**config.mk**
```make
export PLATFORM = sky130hd
export DESIGN_NAME = riscv_mc
export DESIGN_NICKNAME = d
export VERILOG_FILES = /design/src/rtl/riscv_mc.sv
export SDC_FILE = /design/constraint.sdc
export NUM_CORES = 2
export LEC_CHECK = 0
export BUFFER_PORTS_ARGS = -buffer_cell sky130_fd_sc_hd__buf_2
export CORE_AREA = 2 2 452 454
export CTS_BUF_LIST = sky130_fd_sc_hd__clkbuf_8
export DETAILED_ROUTE_END_ITERATION = 12
export DIE_AREA = 0 0 454 456
export SLEW_MARGIN = 0
export SYNTH_ARGS = -nofsm -noshare
export SYNTH_HDL_FRONTEND = slang
export SYNTH_SLANG_ARGS = --single-unit
```
**constraint.sdc**
```tcl
create_clock -name clk -period 14 [get_ports clk]
set_input_delay 2.8 -clock clk [delete_from_list [all_inputs] [get_ports clk]]
set_output_delay 2.8 -clock clk [all_outputs]
set_load 0.005 [all_outputs]
```
**src/rtl/riscv_mc.sv**
```systemverilog
// riscv_mc: multicycle RV32I/RV32E core with one shared req/ready memory port.
// Optional feature macro: RISCV_MC_MUL_EN enables the single-cycle mul instruction.
module riscv_mc #(
  parameter logic [31:0] RESET_PC = 32'h0000_0000,
  parameter int unsigned NREGS    = 32
) (
  input  logic                   clk,
  input  logic                   rst,
  output logic                   memReq,
  output logic                   memWe,
  output logic [31:0]            memAdr,
  output logic [31:0]            memWData,
  input  logic [31:0]            memRData,
  input  logic                   memReady,
  output logic [31:0]            PC,
  output logic                   halt,
  output logic [NREGS-1:0][31:0] regs
);

  localparam int unsigned IDX_W = (NREGS > 1) ? $clog2(NREGS) : 1;

  localparam logic [6:0] OPC_LUI   = 7'b0110111;
  localparam logic [6:0] OPC_AUIPC = 7'b0010111;
  localparam logic [6:0] OPC_JAL   = 7'b1101111;
  localparam logic [6:0] OPC_JALR  = 7'b1100111;
  localparam logic [6:0] OPC_BR    = 7'b1100011;
  localparam logic [6:0] OPC_LD    = 7'b0000011;
  localparam logic [6:0] OPC_ST    = 7'b0100011;
  localparam logic [6:0] OPC_IMM   = 7'b0010011;
  localparam logic [6:0] OPC_OP    = 7'b0110011;

  typedef enum logic [2:0] {
    S_START, S_FETCH, S_DECODE, S_EXEC, S_MEM, S_WB, S_HALT
  } state_t;

  state_t      state, state_next;
  logic [31:0] ir, a, b, imm, tgt, res;
  logic [31:0] pc_next, pc_plus4, eff_adr, imm_c;
  logic [31:0] op_b, alu, sra_res, exec_res;
  logic [4:0]  shamt;
  logic        alt, br_base, br_take, legal;

  logic [6:0] opcode, f7;
  logic [2:0] f3;
  logic [4:0] rd, rs1, rs2;
  logic       is_lui, is_auipc, is_jal, is_jalr, is_br, is_ld, is_st, is_imm, is_op;
  logic       uses_rd, uses_rs1, uses_rs2;

  assign opcode = ir[6:0];
  assign rd     = ir[11:7];
  assign f3     = ir[14:12];
  assign rs1    = ir[19:15];
  assign rs2    = ir[24:20];
  assign f7     = ir[31:25];

  assign is_lui   = (opcode == OPC_LUI);
  assign is_auipc = (opcode == OPC_AUIPC);
  assign is_jal   = (opcode == OPC_JAL);
  assign is_jalr  = (opcode == OPC_JALR);
  assign is_br    = (opcode == OPC_BR);
  assign is_ld    = (opcode == OPC_LD);
  assign is_st    = (opcode == OPC_ST);
  assign is_imm   = (opcode == OPC_IMM);
  assign is_op    = (opcode == OPC_OP);

  assign uses_rd  = is_lui | is_auipc | is_jal | is_jalr | is_ld | is_imm | is_op;
  assign uses_rs1 = is_jalr | is_br | is_ld | is_st | is_imm | is_op;
  assign uses_rs2 = is_br | is_st | is_op;

  assign pc_plus4 = PC + 32'd4;
  assign eff_adr  = a + imm;

  function automatic logic idx_ok(input logic [4:0] idx);
    return 32'(idx) < NREGS;
  endfunction

  // Immediate generation per instruction format
  always_comb begin
    imm_c = {{20{ir[31]}}, ir[31:20]};
    case (opcode)
      OPC_LUI, OPC_AUIPC: imm_c = {ir[31:12], 12'b0};
      OPC_JAL:            imm_c = {{11{ir[31]}}, ir[31], ir[19:12], ir[20], ir[30:21], 1'b0};
      OPC_BR:             imm_c = {{19{ir[31]}}, ir[31], ir[7], ir[30:25], ir[11:8], 1'b0};
      OPC_ST:             imm_c = {{20{ir[31]}}, ir[31:25], ir[11:7]};
      default:            ;
    endcase
  end

  // Legality: supported encodings and register indices inside the file
  always_comb begin
    legal = 1'b0;
    case (opcode)
      OPC_LUI, OPC_AUIPC, OPC_JAL: legal = 1'b1;
      OPC_JALR:      legal = (f3 == 3'b000);
      OPC_BR:        legal = (f3 != 3'b010) && (f3 != 3'b011);
      OPC_LD, OPC_ST: legal = (f3 == 3'b010);
      OPC_IMM: begin
        if (f3 == 3'b001)      legal = (f7 == 7'b0000000);
        else if (f3 == 3'b101) legal = (f7 == 7'b0000000) || (f7 == 7'b0100000);
        else                   legal = 1'b1;
      end
      OPC_OP: legal = (f7 == 7'b0000000) ||
                      ((f7 == 7'b0100000) && ((f3 == 3'b000) || (f3 == 3'b101)));
      default: legal = 1'b0;
    endcase
`ifdef RISCV_MC_MUL_EN
    if (is_op && (f7 == 7'b0000001) && (f3 == 3'b000)) legal = 1'b1;
`endif
    if (uses_rd  && !idx_ok(rd))  legal = 1'b0;
    if (uses_rs1 && !idx_ok(rs1)) legal = 1'b0;
    if (uses_rs2 && !idx_ok(rs2)) legal = 1'b0;
  end

  // ALU, branch compare and EXEC result select
  always_comb begin
    op_b    = is_op ? b : imm;
    shamt   = op_b[4:0];
    alt     = ir[30] & (is_op | (f3 == 3'b101));
    sra_res = $signed(a) >>> shamt;
    case (f3)
      3'b000:  alu = alt ? (a - op_b) : (a + op_b);
      3'b001:  alu = a << shamt;
      3'b010:  alu = {31'b0, $signed(a) < $signed(op_b)};
      3'b011:  alu = {31'b0, a < op_b};
      3'b100:  alu = a ^ op_b;
      3'b101:  alu = alt ? sra_res : (a >> shamt);
      3'b110:  alu = a | op_b;
      default: alu = a & op_b;
    endcase
    exec_res = alu;
    if (is_lui)                exec_res = imm;
    else if (is_auipc)         exec_res = tgt;
    else if (is_jal | is_jalr) exec_res = pc_plus4;
`ifdef RISCV_MC_MUL_EN
    if (is_op && (f7 == 7'b0000001)) exec_res = a * b;
`endif
    case (f3[2:1])
      2'b00:   br_base = (a == b);
      2'b10:   br_base = ($signed(a) < $signed(b));
      default: br_base = (a < b);
    endcase
    br_take = br_base ^ f3[0];
  end

  // Next-state and next-PC
  always_comb begin
    state_next = state;
    pc_next    = PC;
    case (state)
      S_START:  state_next = S_FETCH;
      S_FETCH:  if (memReady) state_next = S_DECODE;
      S_DECODE: state_next = legal ? S_EXEC : S_HALT;
      S_EXEC: begin
        if (is_br) begin
          state_next = S_FETCH;
          pc_next    = br_take ? tgt : pc_plus4;
        end else if (is_ld || is_st) begin
          state_next = (eff_adr[1:0] != 2'b00) ? S_HALT : S_MEM;
        end else begin
          state_next = S_WB;
        end
      end
      S_MEM: begin
        if (memReady) begin
          if (is_st) begin
            state_next = S_FETCH;
            pc_next    = pc_plus4;
          end else begin
            state_next = S_WB;
          end
        end
      end
      S_WB: begin
        state_next = S_FETCH;
        pc_next    = (is_jal || is_jalr) ? tgt : pc_plus4;
      end
      S_HALT:  state_next = S_HALT;
      default: state_next = S_HALT;
    endcase
  end

  always_ff @(posedge clk or negedge rst) begin
    if (!rst) state <= S_START;
    else      state <= state_next;
  end

  // Datapath registers and registered memory-port outputs
  always_ff @(posedge clk or negedge rst) begin
    if (!rst) begin
      PC       <= RESET_PC;
      ir       <= '0;
      a        <= '0;
      b        <= '0;
      imm      <= '0;
      tgt      <= '0;
      res      <= '0;
      regs     <= '0;
      halt     <= 1'b0;
      memReq   <= 1'b0;
      memWe    <= 1'b0;
      memAdr   <= '0;
      memWData <= '0;
    end else begin
      PC       <= pc_next;
      halt     <= (state_next == S_HALT);
      memReq   <= (state_next == S_FETCH) || (state_next == S_MEM);
      memWe    <= (state_next == S_MEM) && is_st;
      memAdr   <= (state_next == S_FETCH) ? pc_next :
                  (state_next == S_MEM)   ? eff_adr : '0;
      memWData <= ((state_next == S_MEM) && is_st) ? b : '0;
      case (state)
        S_FETCH: if (memReady) ir <= memRData;
        S_DECODE: begin
          a   <= regs[rs1[IDX_W-1:0]];
          b   <= regs[rs2[IDX_W-1:0]];
          imm <= imm_c;
          tgt <= PC + imm_c;
        end
        S_EXEC: begin
          res <= exec_res;
          if (is_jalr) tgt <= {eff_adr[31:1], 1'b0};
        end
        S_MEM: if (memReady && !is_st) res <= memRData;
        S_WB:  if (rd != 5'd0) regs[rd[IDX_W-1:0]] <= res;
        default: ;
      endcase
    end
  end

endmodule
```
==> flow_summary.html <==
<table>
<tr><th>Metric</th><th>Value</th></tr>
<tr><th colspan="2">Drt</th></tr>
<tr><td>Vias</td><td>73.7k</td></tr>
<tr><td>Top routing layer in use</td><td>met5</td></tr>
<tr><td>Number of vias per cell</td><td>6.86</td></tr>
<tr><td>Length of routed wiring on met1</td><td>167 mm</td></tr>
<tr><td>Avg WL per Cell</td><td>around 43 um</td></tr>
<tr><td>Met2 wire length</td><td>~190 mm</td></tr>
<tr><td>Number of remaining DRC errors</td><td>0</td></tr>
<tr><td>Post-detailed-route count of antenna-violating nets</td><td>0</td></tr>
<tr><td>First-iteration detailed-routing DRC count</td><td>10.8k</td></tr>
<tr><td>Total detailed-routing wirelength</td><td>about 460 mm</td></tr>
<tr><td>Detailed Routing Iterations Pass 1</td><td>10</td></tr>
<tr><td>Wire length on met3</td><td>between 50 and 60 mm</td></tr>
<tr><th colspan="2">Timing</th></tr>
<tr><td>Total count of max-transition violations in the final report</td><td>0</td></tr>
<tr><td>Setup TNS</td><td>0 ns</td></tr>
<tr><td>Unrepaired setup endpoints after global routing</td><td>no</td></tr>
<tr><td>Post-route minimum period</td><td>between 6 and 7 ns</td></tr>
<tr><td>Actual transition at the worst max-transition pin</td><td>1.43 ns</td></tr>
<tr><td>Number of hold violations in the final report</td><td>0</td></tr>
<tr><td>Smallest setup slack after layout</td><td>roughly 7.8 ns</td></tr>
<tr><td>Worst slew margin relative to its limit</td><td>4.29%</td></tr>
<tr><td>Layout Skew</td><td>0.0922 ns</td></tr>
<tr><td>Tcrit/Tclk final</td><td>approximately 44%</td></tr>
<tr><td>Fmax</td><td>~160 MHz</td></tr>
<tr><td>Finish-stage setup viols</td><td>0</td></tr>
<tr><td>Final hold slack</td><td>around 0.42 ns</td></tr>
<tr><th colspan="2">Floorplanning</th></tr>
<tr><td>Horizontal die dimension</td><td>approximately 450 um</td></tr>
<tr><td>Floorplan row count</td><td>approximately 170</td></tr>
<tr><td>Number of top-level pins</td><td>about 1.2k</td></tr>
<tr><td>Starting utilization of the core area</td><td>between 40% and 50%</td></tr>
<tr><td>Core outline area</td><td>0.202 sq mm</td></tr>
<tr><td>DIE HEIGHT</td><td>approximately 460 um</td></tr>
<tr><td>Die area</td><td>around 0.21 sq mm</td></tr>
<tr><th colspan="2">Run</th></tr>
<tr><td>Max-Cap Viols</td><td>0</td></tr>
<tr><th colspan="2">GRT</th></tr>
<tr><td>Largest net degree at the start of global routing</td><td>around 180</td></tr>
<tr><td>Antenna violations before repair</td><td>a little over 40</td></tr>
<tr><td>Number of global-route vias before repair</td><td>approximately 70k</td></tr>
<tr><td>Global-route wire length before repair</td><td>622 mm</td></tr>
<tr><td>Total routing resource utilization after global routing</td><td>between 40% and 50%</td></tr>
<tr><td>Overall overflow remaining after global route</td><td>0</td></tr>
<tr><th colspan="2">Outcome</th></tr>
<tr><td>Outcome</td><td>finished, final reports clean</td></tr>
<tr><th colspan="2">Yosys</th></tr>
<tr><td>Cell with the most instances after synthesis</td><td>sky130_fd_sc_hd__dfrtp_1</td></tr>
<tr><td>Cell accounting for the most synthesized area</td><td>sky130_fd_sc_hd__dfrtp_1</td></tr>
<tr><td>Number of distinct library cell variants in the gate-level netlist after synthesis</td><td>between 100 and 150</td></tr>
<tr><td>Proportion of register bits with asynchronous set or reset after synthesis</td><td>100%</td></tr>
<tr><td>Area contributors post-synth</td><td>sky130_fd_sc_hd__dfrtp_1 40%, sky130_fd_sc_hd__mux4_2 18%, sky130_fd_sc_hd__mux2_2 14%</td></tr>
<tr><td>Number of enable flip-flop cells after synthesis</td><td>0</td></tr>
<tr><td>Syn Nets</td><td>between 7k and 8k</td></tr>
<tr><td>Synth cell count leaders</td><td>1318 x sky130_fd_sc_hd__dfrtp_1, 1054 x sky130_fd_sc_hd__mux2_2, 646 x sky130_fd_sc_hd__mux4_2</td></tr>
<tr><td>Post-Syn Area</td><td>0.0822 sq mm</td></tr>
<tr><td>Portion of the post-synthesis area used by sequential elements</td><td>between 40% and 50%</td></tr>
<tr><td>Yosys reg bits</td><td>around 1.3k</td></tr>
<tr><td>Count of yosys warnings during synthesis</td><td>0</td></tr>
<tr><td>Most used DFF post-synth</td><td>sky130_fd_sc_hd__dfrtp_1</td></tr>
<tr><td>Synth top area share</td><td>40.1%</td></tr>
<tr><td>Avg Inst Size Synth</td><td>between 10 and 15 sq um</td></tr>
<tr><td>Gate Count Post-Synth</td><td>~6.9k</td></tr>
<tr><th colspan="2">Placed design</th></tr>
<tr><td>Post-Place Cells</td><td>10.3k</td></tr>
<tr><td>Half-perimeter wire length after placement</td><td>approximately 340 mm</td></tr>
<tr><td>Placement-stage worst setup slack</td><td>approximately 8.0 ns</td></tr>
<tr><td>Placer Congestion</td><td>between 1 and 1.5</td></tr>
<tr><td>Port buffer count</td><td>1157</td></tr>
<tr><th colspan="2">Clocking</th></tr>
<tr><td>Clk pin slew, worst setup/hold paths</td><td>around 0.07 ns</td></tr>
<tr><td>Hold buffers post-CTS</td><td>0</td></tr>
<tr><td>CTS tree</td><td>built</td></tr>
<tr><td>Clock root buffer master</td><td>sky130_fd_sc_hd__clkbuf_8</td></tr>
<tr><td>Clock sink count</td><td>1318</td></tr>
<tr><td>Number of H-tree levels</td><td>4</td></tr>
<tr><td># Post-CTS Setup Buffers</td><td>0</td></tr>
<tr><td># resized after CTS</td><td>0</td></tr>
<tr><td>Clock Tree Buf Depth</td><td>3</td></tr>
<tr><td>Total CTS buffers</td><td>230</td></tr>
<tr><td>Worst skew pair latency</td><td>between 1 and 1.5 ns</td></tr>
<tr><th colspan="2">Setup path</th></tr>
<tr><td>Critical path data arrival time</td><td>between 7 and 8 ns</td></tr>
<tr><td>Worst-path maximum fanout</td><td>43</td></tr>
<tr><td>Sort of element at the start of the critical path</td><td>flop</td></tr>
<tr><td>Crit path kind</td><td>reg2reg</td></tr>
<tr><td>Required @ worst endpoint</td><td>14.94 ns</td></tr>
<tr><td>Setup crit end kind</td><td>flop</td></tr>
<tr><th colspan="2">Power and ir drop</th></tr>
<tr><td>Leakage component of the power</td><td>45.6 nW</td></tr>
<tr><td>Highest ir drop seen on vdd</td><td>between 0.09 and 0.1 mV</td></tr>
<tr><td>PD cells</td><td>81.2 mW/mm^2</td></tr>
<tr><th colspan="2">Final layout</th></tr>
<tr><td>Share of post-route cells with drive strength above 1</td><td>between 40% and 50%</td></tr>
<tr><td>Net count, final</td><td>about 8.1k</td></tr>
<tr><td>Number of cells in the finished layout apart from fillers</td><td>roughly 11k</td></tr>
<tr><td>Layout overhead on the synthesized area</td><td>16.5%</td></tr>
<tr><th colspan="2">Min path</th></tr>
<tr><td>HP Class</td><td>reg2reg</td></tr>
</table>
[layout by cell type (no fill, tap or decap), types with 221 or more instances in the layout]
master / synthesis / final
sky130_fd_sc_hd__buf_2: 38 / 1156
sky130_fd_sc_hd__clkbuf_8: 0 / 300
sky130_fd_sc_hd__inv_1: 151 / 221
sky130_fd_sc_hd__mux4_2: 646 / 646
sky130_fd_sc_hd__nand2_1: 426 / 412
sky130_fd_sc_hd__mux2_2: 1054 / 1054
sky130_fd_sc_hd__dfrtp_1: 1318 / 1303
sky130_fd_sc_hd__a21oi_1: 405 / 404
sky130_fd_sc_hd__nor2_1: 368 / 344
sky130_fd_sc_hd__o21ai_0: 273 / 272
[worst paths after layout]
check / start / end / slack, ns / depth (start not counted)
max: ir[6]$_DFFE_PN0P_ / res[0]$_DFFE_PN0P_ / 7.79 / 17
min: regs[23]$_DFFE_PN0P_ / regs[23]$_DFFE_PN0P_ / 0.42 / 0
max reg2reg: ir[6]$_DFFE_PN0P_ / res[0]$_DFFE_PN0P_ / 7.79 / 17
min reg2reg: regs[23]$_DFFE_PN0P_ / regs[23]$_DFFE_PN0P_ / 0.42 / 0
max in group asynchronous: rst / regs[615]$_DFFE_PN0P_ / 9.01 / 4
min in group asynchronous: rst / PC[21]$_DFF_PN0_ / 1.81 / 1
[logic make-up (layout without fill, tap and decap cells)]
group	Yosys count	count (layout)	share of synthesized area (%)
muxes	1842	1842	33.9
AOI/OAI and AO/OA	1352	1352	10.7
DFF	1318	1318	40.1
and+or+nand+nor	1299	1299	7.36
buffers and inverters	805	1946	3.89
adders and majority gates	189	189	2.90
xor gates and xnor gates	113	113	1.20
other	0	14	0
[through the flow]
stage          power, mW  util [%]  cell area [sq um]
3_5_place_dp        3.98      45.0              90800
2_1_floorplan       3.88         -              82200
6_report            7.78      47.5              95800
3_3_place_gp        3.98      45.0              90800
4_1_cts             7.79      47.5              95700
5_1_grt             7.97      47.5              95700
[flip-flops by register name, indices dropped and copies added (netlist names)]
name,count
res,32
PC,32
memWe,1
a,32
memAdr,32
ir,32
halt,1
memReq,1
state,3
b,32
memWData,32
imm,32
tgt,32
regs,1024
[power by group]
group          internal (mW)  leakage (nW)  switching [mW]
registers               3.81          18.1       0.0000407
logic                0.00855          24.7          0.0938
clock network           2.04          2.82            1.82
total                   5.86          45.6            1.92
[per-layer routing]
metal,global-route usage (%),vias to the layer above
met5,0,-
met4,33.1,23
met3,16.0,1443
met2,61.1,5552
met1,54.7,38400
li1,-,28300
[worst max-delay path: stages (launching register included)]
cell and delay [ns]:
sky130_fd_sc_hd__dfrtp_1 0.66, sky130_fd_sc_hd__and4b_1 0.27, sky130_fd_sc_hd__buf_4 0.27, sky130_fd_sc_hd__a21oi_2 0.94, sky130_fd_sc_hd__nor2_2 0.08, sky130_fd_sc_hd__inv_2 0.11, sky130_fd_sc_hd__buf_4 0.48, sky130_fd_sc_hd__ha_1 0.36
sky130_fd_sc_hd__inv_1 0.10, sky130_fd_sc_hd__ha_1 0.15, sky130_fd_sc_hd__a31oi_1 0.08, sky130_fd_sc_hd__o211a_1 0.34, sky130_fd_sc_hd__o2111ai_1 0.53, sky130_fd_sc_hd__nand2_1 0.24, sky130_fd_sc_hd__o31ai_1 0.85, sky130_fd_sc_hd__a211oi_1 0.30
sky130_fd_sc_hd__mux2i_1 0.25, sky130_fd_sc_hd__a21oi_1 0.08
[cell type report]
cell class	count	area, sq um
Timing Repair Buffer	1369	7480
Clock buffer	300	4130
Inverter	156	591
Fill cell	18600	106000
Antenna cell	14	35.0
Sequential cell	1318	33000
Multi-Input combinational cell	4795	46300
Clock inverter	121	816
Tap cell	2672	3340
Note: power is estimated with default switching activity, not from simulation.
